File: config.mk
export PLATFORM = sky130hd
export DESIGN_NAME = prescaled_counter
export DESIGN_NICKNAME = d
export VERILOG_FILES = /design/src/rtl/counter_pkg.sv /design/src/rtl/tick_gen.sv /design/src/rtl/prescaled_counter.sv
export SDC_FILE = /design/constraint.sdc
export NUM_CORES = 1
export LEC_CHECK = 0
export CAP_MARGIN = 40
export CELL_PAD_IN_SITES_DETAIL_PLACEMENT = 2
export CELL_PAD_IN_SITES_GLOBAL_PLACEMENT = 2
export CORE_UTILIZATION = 32
export CTS_CLUSTER_DIAMETER = 60
export CTS_CLUSTER_SIZE = 12
export DETAILED_ROUTE_END_ITERATION = 8
export PLACE_DENSITY = 0.75
export SYNTH_ARGS = -nofsm -noshare
export SYNTH_HDL_FRONTEND = slang
export SYNTH_HIERARCHICAL = 1
export SYNTH_SLANG_ARGS = --single-unit
File: constraint.sdc
create_clock -name clk -period 2.2 [get_ports clk]
set_input_delay 0.33 -clock clk [delete_from_list [all_inputs] [get_ports clk]]
set_output_delay 0.33 -clock clk [all_outputs]
set_load 0.01 [all_outputs]
File: src/rtl/counter_pkg.sv
// rtl/counter_pkg.sv - shared constants and width helper for the prescaled counter
package counter_pkg;

    localparam logic DIR_DOWN  = 1'b0;
    localparam logic DIR_UP    = 1'b1;
    localparam logic MODE_WRAP = 1'b0;
    localparam logic MODE_SAT  = 1'b1;

    // ceil(log2(value)) but never below 1, so a prescale of 1 still gets a 1-bit register
    function automatic int safe_clog2(input int value);
        int bits;
        bits = 0;
        for (int i = 0; i < 32; i++) begin
            if ((64'd1 << bits) < 64'(value)) begin
                bits = bits + 1;
            end
        end
        return (bits < 1) ? 1 : bits;
    endfunction

endpackage

File: src/rtl/tick_gen.sv
// rtl/tick_gen.sv - prescaler producing one tick every PRESCALE enabled cycles
module tick_gen
    import counter_pkg::*;
#(
    parameter int PRESCALE = 125_000_000
) (
    input  logic clk,
    input  logic rst,
    input  logic en,
    input  logic clr,
    output logic tick
);

    localparam int PS_WIDTH = safe_clog2(PRESCALE);
    localparam logic [PS_WIDTH-1:0] PS_LAST = PS_WIDTH'(PRESCALE - 1);
    localparam logic [PS_WIDTH-1:0] PS_ONE  = PS_WIDTH'(1);

    generate
        if (PRESCALE < 1) begin : g_bad_prescale
            $error("tick_gen: PRESCALE must be at least 1");
        end
    endgenerate

    logic [PS_WIDTH-1:0] ps_q;
    logic [PS_WIDTH-1:0] ps_d;

    // strobe in the last enabled cycle of each prescale period
    always_comb begin
        tick = en && (ps_q == PS_LAST);
    end

    // clear wins over counting; hold while disabled
    always_comb begin
        ps_d = ps_q;
        if (clr) begin
            ps_d = '0;
        end else if (en) begin
            ps_d = tick ? '0 : (ps_q + PS_ONE);
        end
    end

    // prescaler register
    always_ff @(posedge clk) begin
        if (rst) begin
            ps_q <= '0;
        end else begin
            ps_q <= ps_d;
        end
    end

endmodule

File: src/rtl/prescaled_counter.sv
// rtl/prescaled_counter.sv - prescaled up/down counter with wrap/saturate, load and terminal pulse
module prescaled_counter
    import counter_pkg::*;
#(
    parameter int WIDTH    = 4,
    parameter int PRESCALE = 125_000_000
) (
    input  logic             clk,
    input  logic             rst,
    input  logic             en,
    input  logic             dir,
    input  logic             sat,
    input  logic             load,
    input  logic [WIDTH-1:0] load_value,
    input  logic [WIDTH-1:0] modulo,
    output logic [WIDTH-1:0] out,
    output logic             tick,
    output logic             tc
);

    localparam logic [WIDTH-1:0] CNT_ONE = WIDTH'(1);

    generate
        if (WIDTH < 1) begin : g_bad_width
            $error("prescaled_counter: WIDTH must be at least 1");
        end
        if (PRESCALE < 1) begin : g_bad_prescale
            $error("prescaled_counter: PRESCALE must be at least 1");
        end
    endgenerate

    logic [WIDTH-1:0] out_q;
    logic [WIDTH-1:0] out_d;
    logic             tc_q;
    logic             tc_d;

    // a load restarts the prescale period so the next step is a full period away
    tick_gen #(
        .PRESCALE (PRESCALE)
    ) u_tick_gen (
        .clk  (clk),
        .rst  (rst),
        .en   (en),
        .clr  (load),
        .tick (tick)
    );

    // next count: load beats step; dir/sat/modulo only matter on the step cycle
    always_comb begin
        out_d = out_q;
        tc_d  = 1'b0;
        if (load) begin
            out_d = (load_value > modulo) ? modulo : load_value;
        end else if (tick) begin
            if (dir == DIR_UP) begin
                if (out_q < modulo) begin
                    out_d = out_q + CNT_ONE;
                end else begin
                    // at the top, or stranded above a lowered modulo
                    tc_d = 1'b1;
                    if ((out_q > modulo) || (sat == MODE_WRAP)) begin
                        out_d = '0;
                    end
                end
            end else begin
                if (out_q > modulo) begin
                    // stranded above a lowered modulo: pull back into range quietly
                    out_d = modulo;
                end else if (out_q == '0) begin
                    tc_d = 1'b1;
                    if (sat == MODE_WRAP) begin
                        out_d = modulo;
                    end
                end else begin
                    out_d = out_q - CNT_ONE;
                end
            end
        end
    end

    // count and terminal-pulse registers
    always_ff @(posedge clk) begin
        if (rst) begin
            out_q <= '0;
            tc_q  <= 1'b0;
        end else begin
            out_q <= out_d;
            tc_q  <= tc_d;
        end
    end

    assign out = out_q;
    assign tc  = tc_q;

endmodule

==> results of run 1 <==
[layer usage]
| layer | GRT usage | wire, µm |
|---|---|---|
| met3 | 0.0295 | 221 |
| met2 | 0.436 | 4700 |
| met5 | 0 | 0 |
| met1 | 0.298 | 3790 |
| met4 | 0.0847 | 327 |
[cells by family after synthesis]
group / Yosys count / synth area share
AO/OA/AOI/OAI: 67 / 0.235
XOR/XNOR: 16 / 0.0643
adder cells (fa/ha/maj): 11 / 0.0632
buffers and inverters: 22 / 0.0419
flip-flops: 32 / 0.294
multiplexers: 3 / 0.0138
AND/OR/NAND/NOR: 103 / 0.288
[where the power goes]
part | switching (µW) | internal, µW | leakage (µW)
logic | 232 | 205 | 0.000845
clock network | 250 | 335 | 0.0000541
registers | 11.9 | 587 | 0.000261
[per-stage QoR]
step / hold WS (ps) / power (µW)
final: 500 / 1620
after global routing: 531 / 1680
after CTS: 503 / 1580
after detailed placement: 487 / 982
after global placement: 473 / 958
after floorplan: 407 / 804
[cell type report]
type	instances	area [µm²]	area share
clock inverter	3	42.5	0.0136
timing repair buffer	77	626	0.200
inverter	12	47.5	0.0152
sequential	32	648	0.207
multi-input combinational	200	1600	0.511
clock buffer	5	68.8	0.0220
tap	77	96.3	0.0308
[worst paths after layout]
kind | start | to | slack [ps]
min | u_tick_gen/ps_q[26]$_SDFFE_PP0P_ | u_tick_gen/ps_q[26]$_SDFFE_PP0P_ | 500
min reg2reg | u_tick_gen/ps_q[26]$_SDFFE_PP0P_ | u_tick_gen/ps_q[26]$_SDFFE_PP0P_ | 500
max reg2reg | u_tick_gen/ps_q[24]$_SDFFE_PP0P_ | out[2]$_SDFFE_PP0P_ | 20
max | modulo[2] | out[2]$_SDFFE_PP0P_ | -30
[repair_timing]
item,4_1_cts,5_1_grt
setup buffers,2,4
resized for setup,10,28
setup endpoints to repair,5,6
gates cloned,0,0
pin swaps,3,10
[flip-flops by register name, summed over array words and instances, names as in the netlist]
register	count
out	4
tc	1
u_tick_gen/ps_q	27
[worst min-delay path, stage by stage, from the launching register on]
cell	delay, ps
dfxtp_1	330
o21ai_0	70
a21oi_1	60
[cells in the final DEF, fill, tap and decap left out, drive strengths merged, types with 4 or more instances in the layout]
master,instances
o21ai,17
o31ai,5
buf,59
nor3,4
a21oi,18
a211oi,4
nand2,13
ha,11
o211ai,4
nand3,7
inv,12
xnor2,12
xor2,4
clkbuf,5
nor2,24
nand4,12
clkdlybuf4s50,16
or3,12
dfxtp,32
or4,4
nor4,8
==> flow_metrics.py, run 1 <==
metrics = {
    "place": {
        "place_ws_ps": -378,
        "place_congestion": 0.839,
        "place_inst": 393,
        "hpwl_um": 6400,
        "placed_area_um2": 2830,
        "port_buffers": 19,
    },
    "drt": {
        "drc_errors": 2,
        "wire_per_inst_um": 22.2,
        "routed_via_density": 5.87,
        "ant_nets": 0,
        "drt_wl_total_um": 9030,
        "num_vias": 2384,
        "drt_iter0_markers": 85,
        "drtPass1Iterations": 6,
    },
    "grt": {
        "grt_max_degree": 12,
        "grt-ovfl-total": 0,
        "grt_first_pass_wirelength_um": 13500,
        "grt_pass1_vias": 2583,
        "grt_usage": 0.243,
        "antenna_found_initial": 0,
    },
    "synthesis": {
        "yosys-top-cells-count": "32 x dfxtp_1, 24 x nor2_1, 15 x a21oi_1, 15 x o21ai_0, 13 x nand2_1",
        "yosysMostFrequentCell": "dfxtp_1",
        "synthCells": 254,
        "yosys.area.top_type_share": 0.294,
        "synth.distinct_cells": 56,
        "syn_area_um2": 2180,
        "ys_ff_latch": 32,
        "yosys_most_used_dff": "dfxtp_1",
        "synthTopCellsByArea": "dfxtp_1 29%, ha_1 6.3%, xnor2_1 4.8%, nor2_1 4.1%, a21oi_1 3.4%",
        "async_flop_share": 0,
        "synth_top_area_cell": "dfxtp_1",
        "synth_edf_count": 0,
        "synth_nets": 279,
        "ys_warn_count": 6,
        "synth_area_per_cell_um2": 8.58,
        "ys_seq_area_frac": 0.294,
    },
    "clock_network": {
        "clock_path_buffers": 2,
        "cts_tree": "done",
        "clock-sinks": 32,
        "cts-buffers-inserted": 5,
        "cts-root-buf": "clkbuf_8",
        "clkTransAtPathRegs_ps": 80,
        "insertion_delay_ps": 290,
        "postCtsHoldBufs": 0,
        "cts_max_level": 2,
    },
    "sta": {
        "hold_violations": 0,
        "final.setup.worst_slack_ps": -33.5,
        "fin_skew_ps": 7.85,
        "final-setup-viol-count": 2,
        "worstMarginPinSlew_ps": 522,
        "min_period_ps": 2230,
        "relSlewSlack": 0.649,
        "finalSetupTns_ps": -35.2,
        "slew_viol_final": 0,
        "max_freq_mhz": 448,
        "period_share": 1.02,
    },
    "setup_path": {
        "cp_max_fo": 5,
        "path_class": "primary input to flip-flop",
        "critPathRequiredTime_ps": 2420,
        "worst-path-buf-inv": 3,
        "max_stage_delay_ps": 480,
        "reg2reg_depth": 6,
        "startpoint_type": "primary input",
        "critPathTopFamily": "buffers and inverters",
        "cp.arrival_ps": 2450,
        "worstSetupPathDepth": 9,
        "cpMostUsedCell": "a211oi_2",
        "cp-end-kind": "flip-flop",
        "cp_cell_sequence": "clkdlybuf4s50_1, inv_1, ha_1, a211oi_2, a211oi_2, buf_4, mux2i_1, or3_1, o211ai_2",
        "slowest_stage": "clkdlybuf4s50_1",
    },
    "layout": {
        "final_nets": 353,
        "area_delta_synth_final_pct": 43.4,
        "layout-drive-gt1-share": 0.343,
        "final_util": 0.484,
        "fill_cells": 707,
        "fin_area_um2": 3120,
        "layout.cells.non_filler": 406,
        "diodes": 0,
    },
    "die": {
        "rows": 29,
        "ioPinCount": 20,
        "fp.dieW_um": 84.5,
        "die_area_um2": 7140,
        "initial_core_util": 0.337,
        "core_area_um2": 6460,
        "fp.dieH_um": 84.5,
    },
    "worst_hold_path": {
        "worstHoldPathCells": 2,
        "min_path_type": "flip-flop to flip-flop",
    },
    "power": {
        "power_density_nw_per_um2": 519,
        "p_leak_uw": 0.00116,
        "ir_drop_mv": 0.305,
    },
    "run": {
        "max_cap_violations": 0,
    },
    "status": {
        "status": "complete, but fails checks",
        "violations": "DRC, setup timing",
    },
}
(Power assumes the default switching activity.)
==> inputs of run 2 (changes only) <==
CTS_CLUSTER_DIAMETER = unset   (was 60)
==> results of run 2 <==
Same layout as run 1: the final DEF is identical, and so are final timing and power.
==> inputs of run 3 (changes only) <==
--- a/config.mk
+++ b/config.mk
@@ -14,2 +14,3 @@
 export PLACE_DENSITY = 0.75
+export REMOVE_ABC_BUFFERS = 1
 export SYNTH_ARGS = -nofsm -noshare
==> constraint.sdc (replaced) <==
create_clock -name clk -period 2.2 [get_ports clk]
set_input_delay 0.44 -clock clk [delete_from_list [all_inputs] [get_ports clk]]
set_output_delay 0.44 -clock clk [all_outputs]
set_load 0.01 [all_outputs]
==> flow_metrics.py, run 3 (same netlist as run 1, synthesis figures left out) <==
metrics = {
    "layout": {
        "diodes": 0,
        "final_nets": 371,
        "max_flop_register": "u_tick_gen/ps_q",
        "final_common_cell": "buf_4",
        "largest_register_ffs": 27,
        "layout-drive-gt1-share": 0.383,
        "layout_common_cells": "76 x buf_4, 29 x dfxtp_1, 22 x nor2_1",
        "final_util": 0.504,
        "layout.cells.non_filler": 424,
        "area_delta_synth_final_pct": 49.6,
        "fill_cells": 676,
    },
    "setup_path": {
        "reg2reg_depth": 6,
        "worstSetupPathDepth": 6,
        "critPathRequiredTime_ps": 2350,
        "worst-r2r-setup-slack_ps": -90,
        "worst-path-buf-inv": 1,
        "critPathTopFamily": "simple AND/OR/NAND/NOR gates",
        "cp_max_fo": 6,
        "startpoint_type": "flip-flop",
        "cp-end-kind": "flip-flop",
        "reg2reg_from": "u_tick_gen/ps_q[25]$_SDFFE_PP0P_",
        "slowest_stage": "o311ai_0",
        "max_stage_delay_ps": 630,
        "cp.arrival_ps": 2440,
        "path_class": "flip-flop to flip-flop",
        "cp_cell_sequence": "nand4_1, or4_4, nor2_4, inv_4, o311ai_0, o31ai_2",
        "reg2reg_to": "out[3]$_SDFFE_PP0P_",
    },
    "place": {
        "hpwl_um": 6190,
        "place_congestion": 0.850,
        "port_buffers": 19,
        "place_inst": 403,
    },
    "die": {
        "rows": 29,
        "core_area_um2": 6460,
        "ioPinCount": 20,
        "die_area_um2": 7140,
        "fp.dieH_um": 84.5,
        "fp.dieW_um": 84.5,
        "initial_core_util": 0.337,
    },
    "sta": {
        "hold_violations": 0,
        "fin_skew_ps": 10.6,
        "worstMarginPinSlew_ps": 685,
        "final-setup-viol-count": 2,
        "min_period_ps": 2290,
        "relSlewSlack": 0.538,
        "max_freq_mhz": 437,
        "slew_viol_final": 0,
        "final.setup.worst_slack_ps": -88.6,
        "whs_ps": 519,
        "period_share": 1.04,
        "finalSetupTns_ps": -91.1,
    },
    "clock_network": {
        "insertion_delay_ps": 290,
        "cts_tree": "done",
        "cts-buffers-inserted": 5,
        "clkTransAtPathRegs_ps": 80,
        "postCtsHoldBufs": 0,
        "cts-root-buf": "clkbuf_8",
        "clock_path_buffers": 2,
        "clock-sinks": 32,
        "cts_max_level": 2,
    },
    "worst_hold_path": {
        "min_path_type": "flip-flop to flip-flop",
        "min_to": "u_tick_gen/ps_q[26]$_SDFFE_PP0P_",
        "min_from": "u_tick_gen/ps_q[26]$_SDFFE_PP0P_",
        "worstHoldPathCells": 2,
    },
    "drt": {
        "num_vias": 2468,
        "ant_nets": 0,
        "routed_via_density": 5.82,
        "drt_iter0_markers": 133,
        "drt_wl_total_um": 10500,
        "drc_errors": 5,
        "wire_per_inst_um": 24.8,
        "drtPass1Iterations": 6,
    },
    "grt": {
        "grt_usage": 0.294,
        "grt_max_degree": 11,
        "grt_first_pass_wirelength_um": 15700,
        "grt_pass1_vias": 2790,
        "antenna_found_initial": 0,
        "grt-ovfl-total": 0,
    },
    "power": {
        "power_density_nw_per_um2": 516,
        "p_leak_uw": 0.00125,
        "ir_drop_mv": 0.211,
        "finalPower_uw": 1680,
    },
    "status": {
        "violations": "DRC, setup timing",
        "status": "complete, but fails checks",
    },
    "run": {
        "max_cap_violations": 0,
    },
}
==> run 3: area by class of cell <==
| class | instances | area (µm²) | area share |
|---|---|---|---|
| multi-input combinational | 200 | 1590 | 0.487 |
| timing repair buffer | 95 | 758 | 0.233 |
| sequential | 32 | 644 | 0.198 |
| clock buffer | 7 | 96.3 | 0.0296 |
| tap | 77 | 96.3 | 0.0296 |
| inverter | 12 | 47.5 | 0.0146 |
| clock inverter | 1 | 30.0 | 0.00922 |
==> run 3: worst reg2reg max path: stages (launching register included) <==
cell and delay (ps):
dfxtp_1 370, nand4_1 250, or4_4 530, nor2_4 160, inv_4 70, o311ai_0 630
o31ai_2 140
==> run 3: what timing repair did <==
| item | in CTS | in global routing |
|---|---|---|
| pin swaps | 7 | 12 |
| endpoints found under the setup margin | 9 | 8 |
| setup buffers | 11 | 2 |
| resized for setup | 32 | 14 |
==> run 3: how the worst max path moves through the flow <==
stage | end | startpoint | slack (ps)
2_1_floorplan | out[1]$_SDFFE_PP0P_ | u_tick_gen/ps_q[0]$_SDFFE_PP0P_ | -210
3_3_place_gp | tick | en | -460
3_5_place_dp | tick | en | -530
4_1_cts | out[1]$_SDFFE_PP0P_ | out[1]$_SDFFE_PP0P_ | 10
5_1_grt | out[3]$_SDFFE_PP0P_ | u_tick_gen/ps_q[25]$_SDFFE_PP0P_ | -120
6_report | out[3]$_SDFFE_PP0P_ | u_tick_gen/ps_q[25]$_SDFFE_PP0P_ | -90
==> run 3: metrics by stage <==
step | instance area [µm²] | worst slack, ps
after floorplan | 2130 | -213
after detailed placement | 2890 | -528
after global routing | 3260 | -120
after CTS | 3170 | 14.8
final | 3260 | -88.6
after global placement | 2890 | -461
==> run 3: where the power goes <==
group | internal (µW) | switching, µW
sequential | 587 | 11.4
clock | 400 | 248
combinational | 209 | 227
==> run 3: layer usage <==
| layer | share of wire | vias to the layer above | GRT usage |
|---|---|---|---|
| met1 | 0.43 | 1241 | 0.349 |
| met4 | 0.028 | 0 | 0.120 |
| met3 | 0.039 | 26 | 0.0374 |
| met2 | 0.50 | 62 | 0.532 |
| met5 | 0 | - | 0 |
| li1 | - | 1139 | - |
